$ cat config.mk
export PLATFORM = sky130hd
export DESIGN_NAME = fp_to_fixed_conv
export DESIGN_NICKNAME = d
export VERILOG_FILES = /design/src/rtl/fp_pkg.sv /design/src/rtl/fp_classify.sv /design/src/rtl/fp_to_fixed_conv.sv
export SDC_FILE = /design/constraint.sdc
export NUM_CORES = 1
export LEC_CHECK = 0
export ABC_AREA = 1
export CORE_AREA = 2 2 99 149
export CTS_CLUSTER_SIZE = 14
export DETAILED_ROUTE_END_ITERATION = 10
export DIE_AREA = 0 0 101 151
export GPL_TIMING_DRIVEN = 0
export PLACE_DENSITY = 0.65
export RECOVER_POWER = 100
export REMOVE_ABC_BUFFERS = 1
export SYNTH_ARGS = -nofsm -noshare
export SYNTH_HDL_FRONTEND = slang
export SYNTH_HIERARCHICAL = 1
export SYNTH_SLANG_ARGS = --single-unit
$ cat constraint.sdc
create_clock -name clk -period 6.9 [get_ports clk]
set_clock_uncertainty 0.15 [all_clocks]
set_input_delay 1.035 -clock clk [delete_from_list [all_inputs] [get_ports clk]]
set_output_delay 1.035 -clock clk [all_outputs]
set_load 0.02 [all_outputs]
$ cat src/rtl/fp_pkg.sv
// Shared IEEE-754 single-precision field constants, FSM state and operand
// class enumerations for the float-to-fixed front end of the CORDIC path.
package fp_pkg;

    // Bit positions inside an IEEE-754 single.
    localparam int SIGN_BIT = 31;
    localparam int EXP_MSB  = 30;
    localparam int EXP_LSB  = 23;
    localparam int FRAC_MSB = 22;

    localparam int          EXP_BIAS    = 127;
    localparam logic [7:0]  EXP_SPECIAL = 8'hFF;
    localparam int          MANT_W      = 24;

    // Width of the shift counter; |L| never exceeds MANT_W on the normal path.
    localparam int CNT_W = 8;

    typedef enum logic [1:0] {
        IDLE,
        SHIFT,
        SIGN,
        OUT
    } conv_state_t;

    typedef enum logic [1:0] {
        CLS_NORMAL,
        CLS_ZERO,
        CLS_OVF
    } fp_class_t;

    // Mantissa with the hidden leading one restored.
    function automatic logic [MANT_W-1:0] get_mant(input logic [31:0] f);
        return {1'b1, f[FRAC_MSB:0]};
    endfunction

endpackage

$ cat src/rtl/fp_classify.sv
// Combinational operand classifier: decides whether a single-precision value
// saturates, collapses to zero or takes the normal shift path, and reports the
// shift direction and distance |L| that aligns the mantissa to Q(W-FRAC).FRAC.
module fp_classify
    import fp_pkg::*;
#(
    parameter int W    = 32,
    parameter int FRAC = 30
) (
    input  logic [31:0]      in_data,
    output fp_class_t        cls,
    output logic             shift_left,
    output logic [CNT_W-1:0] shift_amt
);

    // L = E + L_OFS is the left-shift distance of the 24-bit mantissa.
    localparam int L_OFS   = FRAC - (MANT_W - 1) - EXP_BIAS;
    // Any exponent at or above this one is out of range (includes -2.0).
    localparam int OVF_EXP = EXP_BIAS + W - 1 - FRAC;

    localparam logic signed [11:0] L_OFS_S = 12'(L_OFS);
    localparam logic signed [11:0] L_MIN_S = 12'(-MANT_W);

    logic [7:0]         exp_field;
    logic signed [11:0] l_val;

    assign exp_field = in_data[EXP_MSB:EXP_LSB];
    assign l_val     = $signed({4'b0000, exp_field}) + L_OFS_S;

    // Priority classification plus shift direction/magnitude.
    always_comb begin
        // NOTE: every output gets a default first so no path can infer a latch.
        cls        = CLS_NORMAL;
        shift_left = ~l_val[11];
        shift_amt  = l_val[11] ? CNT_W'(-l_val) : CNT_W'(l_val);

        if (exp_field == EXP_SPECIAL) begin
            cls = CLS_OVF;
        end else if (exp_field == 8'd0) begin
            cls = CLS_ZERO;
        end else if (int'(exp_field) >= OVF_EXP) begin
            cls = CLS_OVF;
        end else if (l_val < L_MIN_S) begin
            cls = CLS_ZERO;
        end
    end

endmodule

$ cat src/rtl/fp_to_fixed_conv.sv
// Iterative IEEE-754 single to signed Q(W-FRAC).FRAC converter. The mantissa
// is aligned one bit per cycle, then the sign is applied and the result is
// held behind a valid/ready handshake until the consumer takes it.
module fp_to_fixed_conv
    import fp_pkg::*;
#(
    parameter int W    = 32,
    parameter int FRAC = 30
) (
    input  logic         clk,
    input  logic         rst,
    input  logic         in_valid,
    output logic         in_ready,
    input  logic [31:0]  in_data,
    output logic         out_valid,
    input  logic         out_ready,
    output logic [W-1:0] out_data,
    output logic         out_ovf,
    output logic         out_zero
);

    localparam logic [W-1:0] SAT_POS = {1'b0, {(W-1){1'b1}}};
    localparam logic [W-1:0] SAT_NEG = {1'b1, {(W-1){1'b0}}};

    conv_state_t      state;
    logic [W-1:0]     acc;
    logic [CNT_W-1:0] cnt;
    logic             sign_q;
    logic             left_q;
    logic             special_q;
    logic             ovf_q;
    logic             zero_q;

    fp_class_t        cls;
    logic             shift_left;
    logic [CNT_W-1:0] shift_amt;

    fp_classify #(
        .W    (W),
        .FRAC (FRAC)
    ) u_classify (
        .in_data    (in_data),
        .cls        (cls),
        .shift_left (shift_left),
        .shift_amt  (shift_amt)
    );

    assign in_ready = (state == IDLE);

    // Conversion FSM: accept/classify, shift, apply sign, present result.
    always_ff @(posedge clk) begin
        // NOTE: all state is assigned with <= so every register samples the
        // pre-edge values, regardless of statement order.
        if (rst) begin
            state     <= IDLE;
            acc       <= '0;
            cnt       <= '0;
            sign_q    <= 1'b0;
            left_q    <= 1'b0;
            special_q <= 1'b0;
            ovf_q     <= 1'b0;
            zero_q    <= 1'b0;
            out_valid <= 1'b0;
            out_data  <= '0;
            out_ovf   <= 1'b0;
            out_zero  <= 1'b0;
        end else begin
            unique case (state)
                IDLE: begin
                    if (in_valid) begin
                        sign_q <= in_data[SIGN_BIT];
                        left_q <= shift_left;
                        cnt    <= shift_amt;
                        unique case (cls)
                            CLS_OVF: begin
                                acc       <= in_data[SIGN_BIT] ? SAT_NEG : SAT_POS;
                                special_q <= 1'b1;
                                ovf_q     <= 1'b1;
                                zero_q    <= 1'b0;
                                state     <= SIGN;
                            end
                            CLS_ZERO: begin
                                acc       <= '0;
                                special_q <= 1'b1;
                                ovf_q     <= 1'b0;
                                zero_q    <= 1'b1;
                                state     <= SIGN;
                            end
                            default: begin
                                acc       <= W'(get_mant(in_data));
                                special_q <= 1'b0;
                                ovf_q     <= 1'b0;
                                zero_q    <= 1'b0;
                                state     <= (shift_amt == '0) ? SIGN : SHIFT;
                            end
                        endcase
                    end
                end

                SHIFT: begin
                    acc   <= left_q ? (acc << 1) : (acc >> 1);
                    cnt   <= cnt - 1'b1;
                    if (cnt == CNT_W'(1)) begin
                        state <= SIGN;
                    end
                end

                SIGN: begin
                    // Magnitude was truncated during the shift; negate after.
                    out_data  <= (sign_q && !special_q) ? (~acc + 1'b1) : acc;
                    out_ovf   <= ovf_q;
                    // A normal operand whose bits all fell off is an underflow.
                    out_zero  <= zero_q || (!special_q && (acc == '0));
                    out_valid <= 1'b1;
                    state     <= OUT;
                end

                OUT: begin
                    if (out_ready) begin
                        out_valid <= 1'b0;
                        state     <= IDLE;
                    end
                end

                default: state <= IDLE;
            endcase
        end
    end

endmodule

==> impl_metrics.env, run 1 <==
export IMPL_gp_congestion=0.9053
export IMPL_cap_violations=3
export IMPL_peakVddDrop_mv=0.1388
export IMPL_vias=5092
export IMPL_end_kind="register"
export IMPL_synthFlopType="dfxtp_1"
export IMPL_power_leakage_uw=0.002619
export IMPL_post_cts_buffers=0
export IMPL_fillers=1524
export IMPL_yosys_area_top_type_share=0.3341
export IMPL_finalCritPeriodShare=0.7287
export IMPL_num_rows=53
export IMPL_pwr_density_cell_mw_per_mm2=473.9
export IMPL_hp_start="out_valid"
export IMPL_first_global_vias=4692
export IMPL_fmax_ghz=0.1989
export IMPL_critPathKind="input port to register"
export IMPL_fin_area_mm2=0.005979
export IMPL_layout_drive_gt1_share=0.03545
export IMPL_cp_arrival_ns=5.15
export IMPL_initial_core_util=0.3528
export IMPL_crit_buf_inv=4
export IMPL_synth_edff_count=0
export IMPL_core_area_mm2=0.01393
export IMPL_cpLargestDelayFamily="compound AO/OA/AOI/OAI gates"
export IMPL_grtUsageTotal=0.1859
export IMPL_crit_required_ns=7.02
export IMPL_cts_tree="done"
export IMPL_tightest_slew_ns=2.005
export IMPL_dieHeight_um=151
export IMPL_wl_per_cell_um=13.96
export IMPL_numCtsBuffers=9
export IMPL_post_route_min_period_ns=5.028
export IMPL_post_dp_cell_area_mm2=0.005715
export IMPL_synth_cell_types=36
export IMPL_report_final_slew_viol_count=99
export IMPL_grt_pass1_wl_mm=22.38
export IMPL_drc=0
export IMPL_io_pins=72
export IMPL_power_uw=2834
export IMPL_cts_sinks=82
export IMPL_outcome="finished, violations left"
export IMPL_syn_inst=767
export IMPL_start_kind="input port"
export IMPL_avgSynthCellArea_um2=6.406
export IMPL_cts_root_buf="clkbuf_16"
export IMPL_htree_levels=3
export IMPL_timing_rr_end="cnt[7]"
export IMPL_path_cells="dlygate4sd3_1 -> ha_1 -> inv_1 -> nand2_1 -> nand2_1 -> o21ai_0 -> a21oi_1 -> inv_1 -> ha_1 -> inv_1 -> a21oi_1 -> o21ai_0 -> a31oi_1"
export IMPL_synth_area_top_cells="dfxtp_1, nand2_1, nor2_1"
export IMPL_cp_common_cell="inv_1"
export IMPL_first_iter_violations=315
export IMPL_detail_route_antenna_nets=0
export IMPL_relSlewSlack=-0.3506
export IMPL_violations="max-capacitance violations, max-slew violations"
export IMPL_worstPathMaxFanout=24
export IMPL_synth_top_area_cell="dfxtp_1"
export IMPL_critPathSlowestCell="a21oi_1"
export IMPL_dr_pass1_iters=5
export IMPL_dieArea_mm2=0.01525
export IMPL_cp_endpoint="acc[5]"
export IMPL_nNetsFinal=861
export IMPL_syn_area_mm2=0.004913
export IMPL_grt_max_degree=58
export IMPL_yosys_warnings=6
export IMPL_routed_wl_mm=13.72
export IMPL_viasPerCell=5.180
export IMPL_hold_buffers=0
export IMPL_dp_slack_ns=2.381
export IMPL_synth_common_cells="nand2_1, nor2_1, o21ai_0, dfxtp_1, inv_1"
export IMPL_reg2reg_slack_ns=2.45
export IMPL_post_cts_resized=0
export IMPL_clkLatencyLatePin_ns=0.34
export IMPL_ys_seq_elements=82
export IMPL_worst_r2r_path_depth=11
export IMPL_worstHoldPathType="register to register"
export IMPL_final_setup_tns_ns=0
export IMPL_synth_most_common_cell="nand2_1"
export IMPL_num_antenna_cells=0
export IMPL_r2r_start="state[1]"
export IMPL_crit_start="in_data[26]"
export IMPL_async_reset_ff_frac=0
export IMPL_grt_ovfl_total=0
export IMPL_dieWidth_um=101
export IMPL_cp_depth=13
export IMPL_utilization=0.4294
export IMPL_clkTransAtPathRegs_ns=0.06
export IMPL_grt_antenna_before_repair=0
export IMPL_hold_violations=0
export IMPL_portBuffers=71
export IMPL_hpwl_mm=9.825
export IMPL_area_growth_syn_to_layout_pct=21.70
export IMPL_holdPathStages=2
export IMPL_clockBufferDepth=2
export IMPL_setup_slack_ns=1.872
export IMPL_setup_viol=0
export IMPL_worst_path_largest_cell_delay_ns=1.30
export IMPL_ys_seq_area_frac=0.3341
export IMPL_rsz0062_at_grt="no"
-- cell families after synthesis --
logic type,count (synthesis),share of synthesized area
xor gates and xnor gates,14,0.02496
buffers and inverters,114,0.09448
adders and majority gates,12,0.03056
DFF,82,0.3341
AOI/OAI and AO/OA,207,0.2330
and+or+nand+nor,338,0.2829
-- final cells by class --
class                      instances  area (um2)  area share
sequential                        82        1642      0.2745
inverter                          76       287.8     0.04813
tap                              165       206.4     0.03453
timing repair buffer              73       758.2      0.1268
clock inverter                     6       57.56    0.009625
clock buffer                      10       229.0     0.03829
multi-input combinational        571        2799      0.4681
-- tightest hold or removal path: stages, from the launching register on --
cell and delay (ns):
dfxtp_1 0.32, nand2_1 0.06, a21oi_1 0.05
-- worst min-delay path by stage --
stage / slack [ns] / endpoint
after floorplan: 0.30 / sign_q
after global placement: 0.32 / ovf_q
after detailed placement: 0.32 / sign_q
after CTS: 0.33 / sign_q
after global routing: 0.36 / sign_q
final: 0.33 / out_valid
-- flip-flops by register name, summed over array words and instances (netlist names), 2 cells and up --
name / cells
state: 2
cnt: 8
acc: 32
out_data: 32
-- power by group --
group | internal, uW | leakage [uW] | switching [uW] | total [uW]
clock network | 278 | 0.000142 | 197 | 475
logic | 546 | 0.00180 | 953 | 1500
registers | 667 | 0.000676 | 192 | 859
-- per-layer routing --
layer | wire length [um] | up-vias | track usage
li1 | - | 2630 | -
met1 | 5680 | 2283 | 0.2151
met2 | 6955 | 150 | 0.3347
met3 | 625 | 29 | 0.02861
met4 | 459 | 0 | 0.08176
met5 | 0 | - | 0
-- per-stage QoR --
| step | hold slack, ns | std cells |
|---|---|---|
| after floorplan | 0.3019 | 729 |
| after global placement | 0.3190 | 965 |
| after detailed placement | 0.3244 | 967 |
| after CTS | 0.3334 | 983 |
| after global routing | 0.3631 | 983 |
| final | 0.3313 | 983 |
-- placed cells by master (no fill, tap or decap), types with 4 or more instances in the layout --
cell type and count:
dlygate4sd3_1 38, o22ai_1 9, a22oi_1 10, a211oi_1 9, clkinv_2 4, o21ai_1 10
o21ai_0 89, nand2_1 157, dfxtp_1 82, clkdlybuf4s50_1 33, nor2_1 124, ha_1 11
nand3_1 38, nand3b_1 4, a31oi_1 23, a21oi_1 51, inv_1 74, clkbuf_16 9
xor2_1 12
No activity file was read; power rests on OpenSTA's default activity.
==> run 2, diff against run 1 <==
PLACE_DENSITY = 0.67   (was 0.65)
clock period = 4.34 ns   (was 6.9 ns; I/O delays follow)
==> impl_metrics.env, run 2 (same netlist as run 1, synthesis figures left out) <==
export IMPL_post_cts_resized=0
export IMPL_register_area_mm2=0.001642
export IMPL_num_rows=53
export IMPL_wl_per_cell_um=13.97
export IMPL_multi_input_area_mm2=0.002796
export IMPL_first_iter_violations=279
export IMPL_dr_pass1_iters=5
export IMPL_grtUsageTotal=0.1843
export IMPL_mostFrequentLayoutCells="nand2_1, nor2_1, o21ai_0, dfxtp_1, inv_1"
export IMPL_placedCellCount=968
export IMPL_fmax_ghz=0.2612
export IMPL_htree_levels=3
export IMPL_drc=0
export IMPL_num_antenna_cells=0
export IMPL_vias=5133
export IMPL_clockBufferDepth=2
export IMPL_peakVddDrop_mv=0.2398
export IMPL_hold_buffers=0
export IMPL_pwr_density_cell_mw_per_mm2=760.4
export IMPL_grt_ovfl_total=0
export IMPL_hpwl_mm=9.809
export IMPL_grt_max_degree=58
export IMPL_dieWidth_um=101
export IMPL_tightest_slew_ns=2.073
export IMPL_critPathKind="input port to register"
export IMPL_end_kind="register"
export IMPL_power_leakage_uw=0.002634
export IMPL_top_regs="acc (32), out_data (32), cnt (8)"
export IMPL_portBuffers=71
export IMPL_nNetsFinal=862
export IMPL_numCtsBuffers=9
export IMPL_fillers=1488
export IMPL_core_area_mm2=0.01393
export IMPL_viasPerCell=5.222
export IMPL_post_cts_buffers=0
export IMPL_worstPathMaxFanout=24
export IMPL_cp_arrival_ns=3.94
export IMPL_gp_congestion=0.9098
export IMPL_grt_antenna_before_repair=0
export IMPL_relSlewSlack=-0.3872
export IMPL_routed_wl_mm=13.73
export IMPL_outcome="finished, violations left"
export IMPL_violations="max-capacitance violations, max-slew violations"
export IMPL_area_growth_syn_to_layout_pct=22.33
export IMPL_post_route_min_period_ns=3.829
export IMPL_layout_drive_gt1_share=0.03423
export IMPL_clkLatencyLatePin_ns=0.34
export IMPL_initial_core_util=0.3528
export IMPL_stdcell_count=983
export IMPL_cap_violations=2
export IMPL_start_kind="input port"
export IMPL_report_final_slew_viol_count=93
export IMPL_first_global_vias=4694
export IMPL_io_pins=72
export IMPL_finalCritPeriodShare=0.8822
export IMPL_worstHoldPathType="register to register"
export IMPL_cts_tree="done"
export IMPL_final_common_cell="nand2_1"
export IMPL_dieHeight_um=151
export IMPL_rsz0062_at_grt="no"
export IMPL_detail_route_antenna_nets=0
export IMPL_power_uw=4571
export IMPL_clkTransAtPathRegs_ns=0.06
export IMPL_cts_sinks=82
export IMPL_setup_viol=0
export IMPL_hold_violations=0
export IMPL_grt_pass1_wl_mm=22.16
export IMPL_dieArea_mm2=0.01525
export IMPL_cts_root_buf="clkbuf_16"
export IMPL_crit_required_ns=4.45
[run 2: critical path, stage by stage]
cell,delay [ns]
dlygate4sd3_1,0.64
ha_1,0.31
inv_1,0.10
nand2_1,0.08
nand2_1,0.06
o21ai_0,0.08
a21oi_1,0.20
inv_1,0.07
ha_1,0.36
inv_2,0.18
a21oi_1,0.56
buf_4,0.31
o21ai_0,0.15
a31oi_1,0.19
[run 2: routing by layer]
metal / vias to the layer above / share of wire / GRT usage
met3: 31 / 0.042 / 0.02861
met4: 0 / 0.045 / 0.1034
li1: 2626 / - / -
met5: - / 0 / 0
met1: 2333 / 0.40 / 0.2120
met2: 143 / 0.51 / 0.3220
[run 2: stage by stage]
stage                     TNS [ns]  setup WS (ns)  instance area, um2  hold slack [ns]  utilization
after floorplan                  0          1.247                4737           0.3019            -
after global placement      -4.310        -0.3622                5654           0.3149       0.4060
after detailed placement         0         0.2672                5712           0.3157       0.4102
after CTS                        0         0.6230                6032           0.3331       0.4332
after global routing             0         0.2322                6011           0.3271       0.4316
final                            0         0.5111                6011           0.3091       0.4316
[run 2: worst paths after layout]
kind	start	endpoint	cells after the start	slack [ns]
hold / removal	sign_q	sign_q	2	0.31
hold reg to reg	sign_q	sign_q	2	0.31
setup reg to reg	state[1]	cnt[7]	11	0.86
setup / recovery	in_data[26]	acc[5]	14	0.51
[run 2: power by group]
part	switching, uW	leakage (uW)	internal, uW
Combinational	1510	0.00180	862
Sequential	308	0.000676	1060
Clock	298	0.000156	533
Total	2120	0.00263	2460
[run 2: cell type report]
type                    count  area share
repair buffers             74      0.1261
inverters                  76     0.04788
clock buffers              13     0.04330
flip-flops and latches     82      0.2731
multi-input cells         571      0.4652
clock inverters             2    0.009992
well taps                 165     0.03435
